<file path="config.mk">
export PLATFORM = sky130hd
export DESIGN_NAME = vga_timing_gen
export DESIGN_NICKNAME = d
export VERILOG_FILES = /design/src/rtl/vga_timing_gen.sv
export SDC_FILE = /design/constraint.sdc
export NUM_CORES = 1
export LEC_CHECK = 0
export CAP_MARGIN = 20
export CORE_MARGIN = 3
export CORE_UTILIZATION = 24
export DETAILED_ROUTE_END_ITERATION = 12
export PLACE_DENSITY = 0.47
export SLEW_MARGIN = 20
export SYNTH_ARGS = -nofsm -noshare
export SYNTH_HDL_FRONTEND = slang
export SYNTH_SLANG_ARGS = --single-unit
</file>
<file path="constraint.sdc">
create_clock -name clk -period 2.35 [get_ports clk]
set_clock_uncertainty 0.15 [all_clocks]
set_input_delay 0.5875 -clock clk [delete_from_list [all_inputs] [get_ports clk]]
set_output_delay 0.5875 -clock clk [all_outputs]
set_load 0.02 [all_outputs]
</file>
<file path="src/rtl/vga_timing_gen.sv">
// VGA raster timing: pixel/line counters with phase FSMs, two-stage sync/blank pipeline.
// Optional VGA_BLANK_FORCE_EN forces RGBOut to black whenever the aligned blankN is low.
module vga_timing_gen #(
  parameter int unsigned H_ACTIVE = 640,
  parameter int unsigned H_FRONT  = 16,
  parameter int unsigned H_SYNC   = 96,
  parameter int unsigned H_BACK   = 48,
  parameter int unsigned V_ACTIVE = 480,
  parameter int unsigned V_FRONT  = 10,
  parameter int unsigned V_SYNC   = 2,
  parameter int unsigned V_BACK   = 33
) (
  input  logic        clk,
  input  logic        resetN,
  input  logic [7:0]  RGBIn,
  output logic [10:0] pixelX,
  output logic [10:0] pixelY,
  output logic        startOfFrame,
  output logic        hSync,
  output logic        vSync,
  output logic        blankN,
  output logic [7:0]  RGBOut
);

  localparam logic [10:0] HVisLast = 11'(H_ACTIVE - 1);
  localparam logic [10:0] HFpLast  = 11'(H_ACTIVE + H_FRONT - 1);
  localparam logic [10:0] HSyLast  = 11'(H_ACTIVE + H_FRONT + H_SYNC - 1);
  localparam logic [10:0] HTotLast = 11'(H_ACTIVE + H_FRONT + H_SYNC + H_BACK - 1);
  localparam logic [10:0] VVisLast = 11'(V_ACTIVE - 1);
  localparam logic [10:0] VFpLast  = 11'(V_ACTIVE + V_FRONT - 1);
  localparam logic [10:0] VSyLast  = 11'(V_ACTIVE + V_FRONT + V_SYNC - 1);
  localparam logic [10:0] VTotLast = 11'(V_ACTIVE + V_FRONT + V_SYNC + V_BACK - 1);

  typedef enum logic [1:0] {HVis, HFp, HSy, HBp} h_state_e;
  typedef enum logic [1:0] {VVis, VFp, VSy, VBp} v_state_e;

  h_state_e    h_state_q, h_state_d;
  v_state_e    v_state_q, v_state_d;
  logic [10:0] h_cnt_q, h_cnt_d;
  logic [10:0] v_cnt_q, v_cnt_d;
  logic        run_q;
  logic        line_end;
  logic        vis_raw, hs_raw_n, vs_raw_n;
  logic        hs_s1_q, vs_s1_q, bl_s1_q;
  logic        hs_q, vs_q, bl_q;
  logic [7:0]  rgb_q, rgb_d;

  // run_q holds the counters at 0/0 for the first edge after reset release.
  always_ff @(posedge clk or negedge resetN) begin
    if (!resetN) begin
      run_q     <= 1'b0;
      h_cnt_q   <= '0;
      v_cnt_q   <= '0;
      h_state_q <= HVis;
      v_state_q <= VVis;
    end else begin
      run_q     <= 1'b1;
      h_cnt_q   <= h_cnt_d;
      v_cnt_q   <= v_cnt_d;
      h_state_q <= h_state_d;
      v_state_q <= v_state_d;
    end
  end

  always_comb begin
    line_end  = run_q && (h_cnt_q == HTotLast);
    h_cnt_d   = h_cnt_q;
    v_cnt_d   = v_cnt_q;
    h_state_d = h_state_q;
    v_state_d = v_state_q;

    if (run_q) begin
      h_cnt_d = line_end ? 11'd0 : h_cnt_q + 11'd1;
      unique case (h_state_q)
        HVis: if (h_cnt_q == HVisLast) h_state_d = HFp;
        HFp:  if (h_cnt_q == HFpLast)  h_state_d = HSy;
        HSy:  if (h_cnt_q == HSyLast)  h_state_d = HBp;
        HBp:  if (h_cnt_q == HTotLast) h_state_d = HVis;
        default: h_state_d = HVis;
      endcase
    end

    if (line_end) begin
      v_cnt_d = (v_cnt_q == VTotLast) ? 11'd0 : v_cnt_q + 11'd1;
      unique case (v_state_q)
        VVis: if (v_cnt_q == VVisLast) v_state_d = VFp;
        VFp:  if (v_cnt_q == VFpLast)  v_state_d = VSy;
        VSy:  if (v_cnt_q == VSyLast)  v_state_d = VBp;
        VBp:  if (v_cnt_q == VTotLast) v_state_d = VVis;
        default: v_state_d = VVis;
      endcase
    end
  end

  // Raw decodes are held idle until counting starts so no phantom pixel enters the pipe.
  always_comb begin
    vis_raw  = run_q && (h_state_q == HVis) && (v_state_q == VVis);
    hs_raw_n = !(run_q && (h_state_q == HSy));
    vs_raw_n = !(run_q && (v_state_q == VSy));
  end

  always_comb begin
`ifdef VGA_BLANK_FORCE_EN
    rgb_d = bl_s1_q ? RGBIn : 8'h00;
`else
    rgb_d = RGBIn;
`endif
  end

  always_ff @(posedge clk or negedge resetN) begin
    if (!resetN) begin
      hs_s1_q <= 1'b1;
      vs_s1_q <= 1'b1;
      bl_s1_q <= 1'b0;
      hs_q    <= 1'b1;
      vs_q    <= 1'b1;
      bl_q    <= 1'b0;
      rgb_q   <= 8'h00;
    end else begin
      hs_s1_q <= hs_raw_n;
      vs_s1_q <= vs_raw_n;
      bl_s1_q <= vis_raw;
      hs_q    <= hs_s1_q;
      vs_q    <= vs_s1_q;
      bl_q    <= bl_s1_q;
      rgb_q   <= rgb_d;
    end
  end

  assign pixelX       = h_cnt_q;
  assign pixelY       = v_cnt_q;
  assign startOfFrame = run_q && (h_cnt_q == 11'd0) && (v_cnt_q == 11'd0);
  assign hSync        = hs_q;
  assign vSync        = vs_q;
  assign blankN       = bl_q;
  assign RGBOut       = rgb_q;

endmodule

</file>
==> results of run 1 <==
## kinds of logic (layout without fill, tap and decap cells)
| family | Yosys count | after routing | synth area share (%) |
|---|---|---|---|
| and+or+nand+nor | 76 | 76 | 22.03 |
| DFF | 41 | 41 | 48.93 |
| other | 1 | 1 | 0.1780 |
| AOI/OAI and AO/OA | 30 | 30 | 10.45 |
| adders and majority gates | 13 | 13 | 7.720 |
| buffers and inverters | 18 | 93 | 4.216 |
| muxes | 5 | 5 | 2.731 |
| xor gates and xnor gates | 9 | 9 | 3.741 |
## cells in the final DEF, fill, tap and decap left out, types with 3 or more instances in the layout
| master | n |
|---|---|
| nand3_1 | 7 |
| xor2_1 | 4 |
| clkdlybuf4s50_1 | 41 |
| nand4_1 | 5 |
| o31ai_1 | 4 |
| nand2b_1 | 4 |
| nor2_1 | 11 |
| xnor2_1 | 5 |
| nor2b_1 | 3 |
| and3_1 | 3 |
| clkbuf_8 | 6 |
| dfrtp_1 | 37 |
| and4_1 | 4 |
| ha_1 | 13 |
| inv_1 | 11 |
| a21oi_1 | 4 |
| nand2_1 | 17 |
| buf_4 | 31 |
| nor3_1 | 3 |
| o21ai_0 | 13 |
| dfstp_2 | 4 |
## layout make-up
type	count	area [um2]	share of cell area, %
Multi-Input combinational cell	134	1016	34.29
Tap cell	105	131.4	4.434
Sequential cell	41	1031	34.80
Clock buffer	8	90.09	3.041
Inverter	11	41.29	1.394
Timing Repair Buffer	74	653.1	22.04
## final timing paths
kind / startpoint / endpoint / slack [ns] / cells after the start
max: pixelX[1] / startOfFrame / 0.09 / 6
min: resetN / pixelY[0] / 0.20 / 2
max reg2reg: pixelX[5] / h_state_q[1] / 0.15 / 6
min reg2reg: bl_s1_q / blankN / 0.20 / 0
max in group asynchronous: resetN / hSync / 1.46 / 2
min in group clk: bl_s1_q / blankN / 0.20 / 0
## registers in the layout (all words and copies together) (netlist names)
register / cells
vSync: 1
hSync: 1
RGBOut: 8
pixelX: 11
hs_s1_q: 1
v_state_q: 2
vs_s1_q: 1
blankN: 1
run_q: 1
bl_s1_q: 1
pixelY: 11
h_state_q: 2
## timing repair
item / CTS / global route
setup endpoints to repair: 1 / 2
hold buffers: 0 / 0
resized for setup: 4 / 5
## power groups by stage
stage               combinational [mW]  sequential, mW  clock, mW
finish                           0.586           0.798      0.484
global route                     0.646           0.809      0.544
CTS                              0.588           0.796      0.517
detailed placement               0.586           0.810          0
global placement                 0.588           0.807          0
floorplan                        0.172           0.923          0
## worst reg2reg max path, cell delays in order, from the launching register on
cell      delay, ns
dfrtp_1        0.41
buf_4          0.17
or4b_1         0.52
a21oi_1        0.15
o21ai_1        0.12
a211oi_4       0.24
mux2_4         0.32
## routing by layer
layer	global-route usage, %	wire (um)	up-vias
met3	2.454	152	7
met4	4.412	96	0
li1	-	-	824
met5	0	0	-
met2	17.34	2478	28
met1	16.09	2576	786
==> metrics.txt, run 1 <==
ys async rst share 100.0%; fin crit period 2.262 ns; ant diodes 0; CTS Buf Count 5; final period utilization 96.24%; crit path DAT 1.52 ns; Final Util 35.35%; critical path's slowest cell dfrtp_1; vias per cell 4.410; power per cell area 630.6 mW/mm2; first-pass GRT wire length 8.928 mm; layout cells sized above 1 22.01%; CTS sink count 41; IO buf count 43; full die area 0.009939 mm2; setup bufs post-CTS 0; Post-Syn Area 0.002107 mm2; CP peak stage delay 0.39 ns; Detail Route Antenna Nets 0; fin. max-slew vios 0; Static Leak 1.284 nW; sw frac 30.84%; Initial DRC Count 104; Yosys Warn Count 0; Rows 33; Max-Cap Viols 0; startpoint types register; Avg Synthesized Cell Area 10.92 um2; pin count of the biggest net entering global routing 42; sequential power share 42.7%; largest delay contributor family on the critical path simple AND/OR/NAND/NOR gates; Buf/Inv on CP 2; Worst-path clk slew 0.08 ns; VDD IR max 0.2318 mV; RD Place Congestion 0.7599; clock root cell clkbuf_8; H-tree depth 2; Power Internal 1.292 mW; final setup TNS 0 ns; post-route cell area 0.002963 mm2; GR Overflow Total 0; CP cell instances inv_1 -> ha_1 -> nor4b_2 -> nand4_1 -> nor2_1 -> buf_2; Initial Util 25.14%; CP Max Fanout 2; Worst-Skew Late Latency 0.29 ns; Fin. Hold Viols 0; Primary FF master, synth dfrtp_1; total power 1.868 mW; syn_nets 216; final setup margin 0.08838 ns; drt first pass iters 4; Net Sw Power 0.5763 mW; Mapped Cells 193; Routed WL 5.303 mm; core area 0.008382 mm2; Max-slew headroom 63.72%; final setup vio count 0; initial antenna violation count 0; CTS tree yes; top cells by area, synth dfrtp_1 (44%), ha_1 (7.7%), dfstp_2 (5.0%), o21ai_0 (3.1%), nand2_1 (3.0%); number of global-route vias before repair 1682; Area Growth Syn to Fin 40.62%; Chip Height 99.70 um; Layout fillers 877; #FFs+latches synth 41; Layout Nets 290; post-place setup slack -0.07073 ns; Least-Margin Pin Slew 0.5443 ns; GRT Util Overall 11.51%; Required @ worst endpoint 1.61 ns; Finished Layout Cells 373; Worst Setup Path Type reg2out; status completed; count leader, synth dfrtp_1; Placed Cells 365; FMAX 442.2 MHz; post-synth top area share 43.94%; number of enable flip-flop cells after synthesis 0; Clock Tree Buf Depth 2; Synth cell types 47; drt drc 0; Final Hold Slack 0.2018 ns; Yosys top cell by area dfrtp_1; Via Count 1645; CP endpoint kind output port; DIE WIDTH 99.70 um; Commonest cells post-synth dfrtp_1 (37), nand2_1 (17), ha_1 (13), o21ai_0 (13); clock power share 25.9%; Hold WC Path Type in2async; wire length per cell 14.22 um; placed instance area 0.002849 mm2; DP HPWL 3.833 mm; I/O pins 44; Seq/Total Area, Yosys 48.93%; Comb power frac 31.4%
Power figures use the tool's default switching activity.
==> inputs of run 2 (changes only) <==
clock period = 2.8 ns   (was 2.35 ns; I/O delays follow)
==> run 2 against run 1 <==
  * Clock-buffer cell count unchanged
  * Sequential share of layout area increased by 1.6 points
  * Final cell count down 4.0%
  * Critical endpoint unchanged
  * Largest cell class unchanged
  * Highest routed layer unchanged
==> metrics.txt, run 2 (synthesis gave the netlist of run 1 again) <==
I/O pins 44 (unchanged); status completed; drt drc 0 (unchanged); Required @ worst endpoint 1.95 ns (+0.34 ns); vias per cell 4.461 (+1.1%); Max-slew headroom 63.75% (about the same); Rows 33 (unchanged); power per cell area 538.3 mW/mm2 (-15%); unrepaired setup endpoints after global routing false; final setup vio count 0 (unchanged); CP Max Fanout 6 (+4); number of global-route vias before repair 1617 (-3.9%); ant diodes 0 (unchanged); most common cell after layout, fill and taps aside clkdlybuf4s50_1; Max-Cap Viols 0 (unchanged); CTS sink count 41 (unchanged); Detail Route Antenna Nets 0 (unchanged); final period utilization 94.06%; Initial DRC Count 52 (-50%); IO buf count 43 (unchanged); Layout fillers 854 (-2.6%); Clock Tree Buf Depth 2 (unchanged); wire length per cell 14.73 um (+3.6%); Net Sw Power 0.4802 mW (-17%); VDD IR max 0.2072 mV (-11%); GRT Util Overall 11.16% (-0.35 points); Routed WL 5.275 mm (-0.53%); clock power share 27.3% (+1.4 points); pin count of the biggest net entering global routing 42 (unchanged); sequential power share 45.2% (+2.5 points); Area Growth Syn to Fin 34.38%; core area 0.008382 mm2 (unchanged); CTS tree yes; Power Internal 1.044 mW (-19%); Comb power frac 27.5% (-3.9 points); Initial Util 25.14% (unchanged); layout cells sized above 1 15.42% (-6.6 points); H-tree depth 2 (unchanged); crit path DAT 1.78 ns (+0.26 ns); placed instance area 0.002736 mm2 (-4.0%); GR Overflow Total 0 (unchanged); post-route cell area 0.002831 mm2 (-4.4%); drt first pass iters 4 (unchanged); Layout Nets 275 (-5.2%); fin crit period 2.634 ns; final setup TNS 0 ns (unchanged); Worst Setup Path Type reg2out; sw frac 31.50% (+0.66 points); Fin. Hold Viols 0 (unchanged); RD Place Congestion 0.7331 (-3.5%); CTS Buf Count 5 (unchanged); Post-CTS Hold Fix Bufs 0 (unchanged); startpoint types register; first-pass GRT wire length 8.776 mm (-1.7%); Least-Margin Pin Slew 0.5437 ns (-0.0005720 ns); multi-input logic area 993.5 um2 (-2.2%); Static Leak 1.205 nW (-6.2%); Via Count 1597 (-2.9%); Worst-path clk slew 0.08 ns (about the same); Chip Height 99.70 um (unchanged); clock root cell clkbuf_8; DIE WIDTH 99.70 um (unchanged); fin. max-slew vios 0 (unchanged); commonest cells after routing, fill and taps aside clkdlybuf4s50_1 (41), dfrtp_1 (37), nand2_1 (17); Worst-Skew Late Latency 0.29 ns (about the same); full die area 0.009939 mm2 (unchanged); DP HPWL 3.733 mm (-2.6%); register area 0.001031 mm2 (unchanged); Hold WC Path Type reg2reg; CP endpoint kind output port; initial antenna violation count 0 (unchanged); FMAX 379.7 MHz
-- run 2: metrics by stage --
step	hold slack (ns)	total power [mW]	utilization, %	std cells	setup WS, ns
2_1_floorplan	0.1812	0.9189	-	193	0.5749
3_3_place_gp	0.1871	1.121	32.65	350	0.2308
3_5_place_dp	0.1909	1.124	32.65	350	0.2055
4_1_cts	0.2115	1.553	33.71	358	0.1441
5_1_grt	0.2128	1.617	33.78	358	0.04372
6_report	0.2079	1.524	33.78	358	0.1664
-- run 2: power groups by stage --
stage	Sequential, mW	Combinational [mW]	Clock, mW
2_1_floorplan	0.775	0.144	0
3_3_place_gp	0.700	0.422	0
3_5_place_dp	0.700	0.424	0
4_1_cts	0.689	0.426	0.438
5_1_grt	0.697	0.461	0.459
6_report	0.689	0.419	0.416
-- run 2: layer usage --
metal	track usage, %	part of all wire, %	vias to the layer above
met4	5.042	1.9	0
met3	1.683	3.0	7
li1	-	-	794
met5	0	0	-
met1	15.89	50	765
met2	16.62	45	31
-- run 2: layout make-up --
cell class                      count  share of cell area [%]
Sequential cell                    41                   36.41
Multi-Input combinational cell    134                   35.09
Timing Repair Buffer               59                   19.22
Tap cell                          105                   4.640
Clock buffer                        8                   3.182
Inverter                           11                   1.458
-- run 2: path summary, 6_finish.rpt --
check / startpoint / end / slack [ns] / depth (start not counted)
setup / recovery: pixelY[7] / startOfFrame / 0.17 / 4
hold / removal: bl_s1_q / blankN / 0.21 / 0
setup reg to reg: pixelX[0] / v_state_q[1] / 0.52 / 7
hold reg to reg: bl_s1_q / blankN / 0.21 / 0
max in group asynchronous: resetN / hSync / 1.80 / 2
min in group asynchronous: resetN / pixelY[0] / 0.32 / 2
-- run 2: timing repair --
| action | 4_1_cts | 5_1_grt |
|---|---|---|
| gates resized for setup | 1 | 1 |
| buffers inserted | 0 | 0 |
| pin swaps | 0 | 0 |
| endpoints found under the setup margin | 1 | 1 |
-- run 2: worst max-delay path, cell delays in order (launching register included) --
cell	delay (ns)
dfrtp_1	0.44
nor4_1	0.39
nand3_1	0.13
nor2_1	0.18
dlygate4sd2_1	0.36
==> RTL edit: new RTL, config.mk and constraints of run 1 <==
The option `VGA_BLANK_FORCE_EN` is turned on by a define.
--- a/src/rtl/vga_timing_gen.sv
+++ b/src/rtl/vga_timing_gen.sv
@@ -1,5 +1,7 @@
 // VGA raster timing: pixel/line counters with phase FSMs, two-stage sync/blank pipeline.
 // Optional VGA_BLANK_FORCE_EN forces RGBOut to black whenever the aligned blankN is low.
+`define VGA_BLANK_FORCE_EN
+
 module vga_timing_gen #(
   parameter int unsigned H_ACTIVE = 640,
   parameter int unsigned H_FRONT  = 16,
Formal check against the unedited RTL: not equivalent (a bounded check fails within 4 cycles, from zero or initial values and one cycle with resetN low).
==> RTL edit against run 1 <==
The flow now finishes with violations (setup timing). Final area is 5.4% higher. Wire length is 2.2% higher. Die area is 0.95% higher. Area after synthesis is 1.0% higher. Power is 7.7% lower. Sequential cell count stayed put. Setup slack worse by 0.28 ns. First-iteration DRC count is 15% lower. Critical path type unchanged. Highest routed layer unchanged.
==> RTL edit: results (changes against run 1) <==
Final layout
  – Invs w/o clock: 13 (+2)
  – Non-clk buf share: 0.239 (+0.0182)
  – Area growth syn-to-layout: 46.8%
  – Final net count: 310 (+6.9%)
  – Bufs w/o clock: 85 (+15%)
  – # fillers: 864 (-1.5%)
  – Clock network area share: 0.0276 (-0.00277)
  – Multi-input gates: 141 (+5.2%)
  – Share of layout cells above drive strength 1: 0.271 (+0.0507)

CTS
  – Resize count post-CTS: 12 (+8)
  – Setup bufs post-CTS: 2 (+2)

GRT
  – Tot GR Track Use: 0.114 (-0.00151)
  – Met2 GRT Util: 0.177 (+0.00344)
  – Grt met3 use: 0.0222 (-0.00231)
  – Met1 usage: 0.160 (-0.00123)

Drt
  – Via count: 1789 (+8.8%)
  – DR iter-0 viols: 88 (-15%)
  – Met1 wire length: 2650 um (+2.9%)
  – WL/cell: 13.8 um (-3.0%)

Power and ir drop
  – Total power draw: 1.72 mW (-7.7%)
  – Sw power: 0.531 mW (-7.9%)
  – Seq pwr share: 0.451 (+0.024)
  – Peak supply drop: 0.000223 V (-3.7%)
  – Comb power frac: 0.280 (-0.034)
  – Leakage: 1.34 nW (+4.1%)

Worst setup path
  – Critical Path Source: pixelX[0]
  – CP peak stage delay: 0.47 ns (+0.08 ns)
  – CP max stage cell: or4b_4
  – Launching point of the worst reg2reg path: pixelX[6]

Timing
  – Post-layout worst setup margin: -0.188 ns (-0.277 ns)
  – Slew headroom: 0.640 (+0.00270)
  – Setup TNS: -0.188 ns (-0.188 ns)
  – # setup viols final: 1 (+1)

Logic synthesis
  – Netlist cell types: 48 (+2.1%)
  – Most frequent cells after synthesis: dfrtp_1 (37), o21ai_0 (15), nand2_1 (14)
  – Syn nets: 223 (+3.2%)

Place
  – Placer Congestion: 0.749 (-1.5%)

Status
  – Outcome: finished, violations left
  – Failing checks: setup timing
==> RTL edit: cell families after synthesis <==
kind of cell	count (synthesis)	share of synthesized area
xor+xnor	7	0.0288
other cells	1	0.00176
compound gates	34	0.111
mux	5	0.0270
fa+ha+maj	13	0.0764
flops	41	0.484
simple gates	81	0.235
buf+inv	18	0.0359
==> RTL edit: worst paths after layout <==
path | cells past startpoint | slack (ns) | endpoint
hold reg to reg | 0 | 0.21 | vSync
max in group asynchronous | 2 | 1.29 | vs_s1_q
hold / removal | 1 | 0.12 | pixelY[8]
min in group clk | 0 | 0.21 | vSync
setup / recovery | 5 | -0.19 | startOfFrame
setup reg to reg | 5 | 0.08 | v_state_q[1]
==> RTL edit: through the flow <==
step / utilization / hold slack (ns)
floorplan: - / 0.142
global placement: 0.352 / 0.196
detailed placement: 0.352 / 0.197
CTS: 0.368 / 0.137
global route: 0.371 / 0.150
finish: 0.371 / 0.122
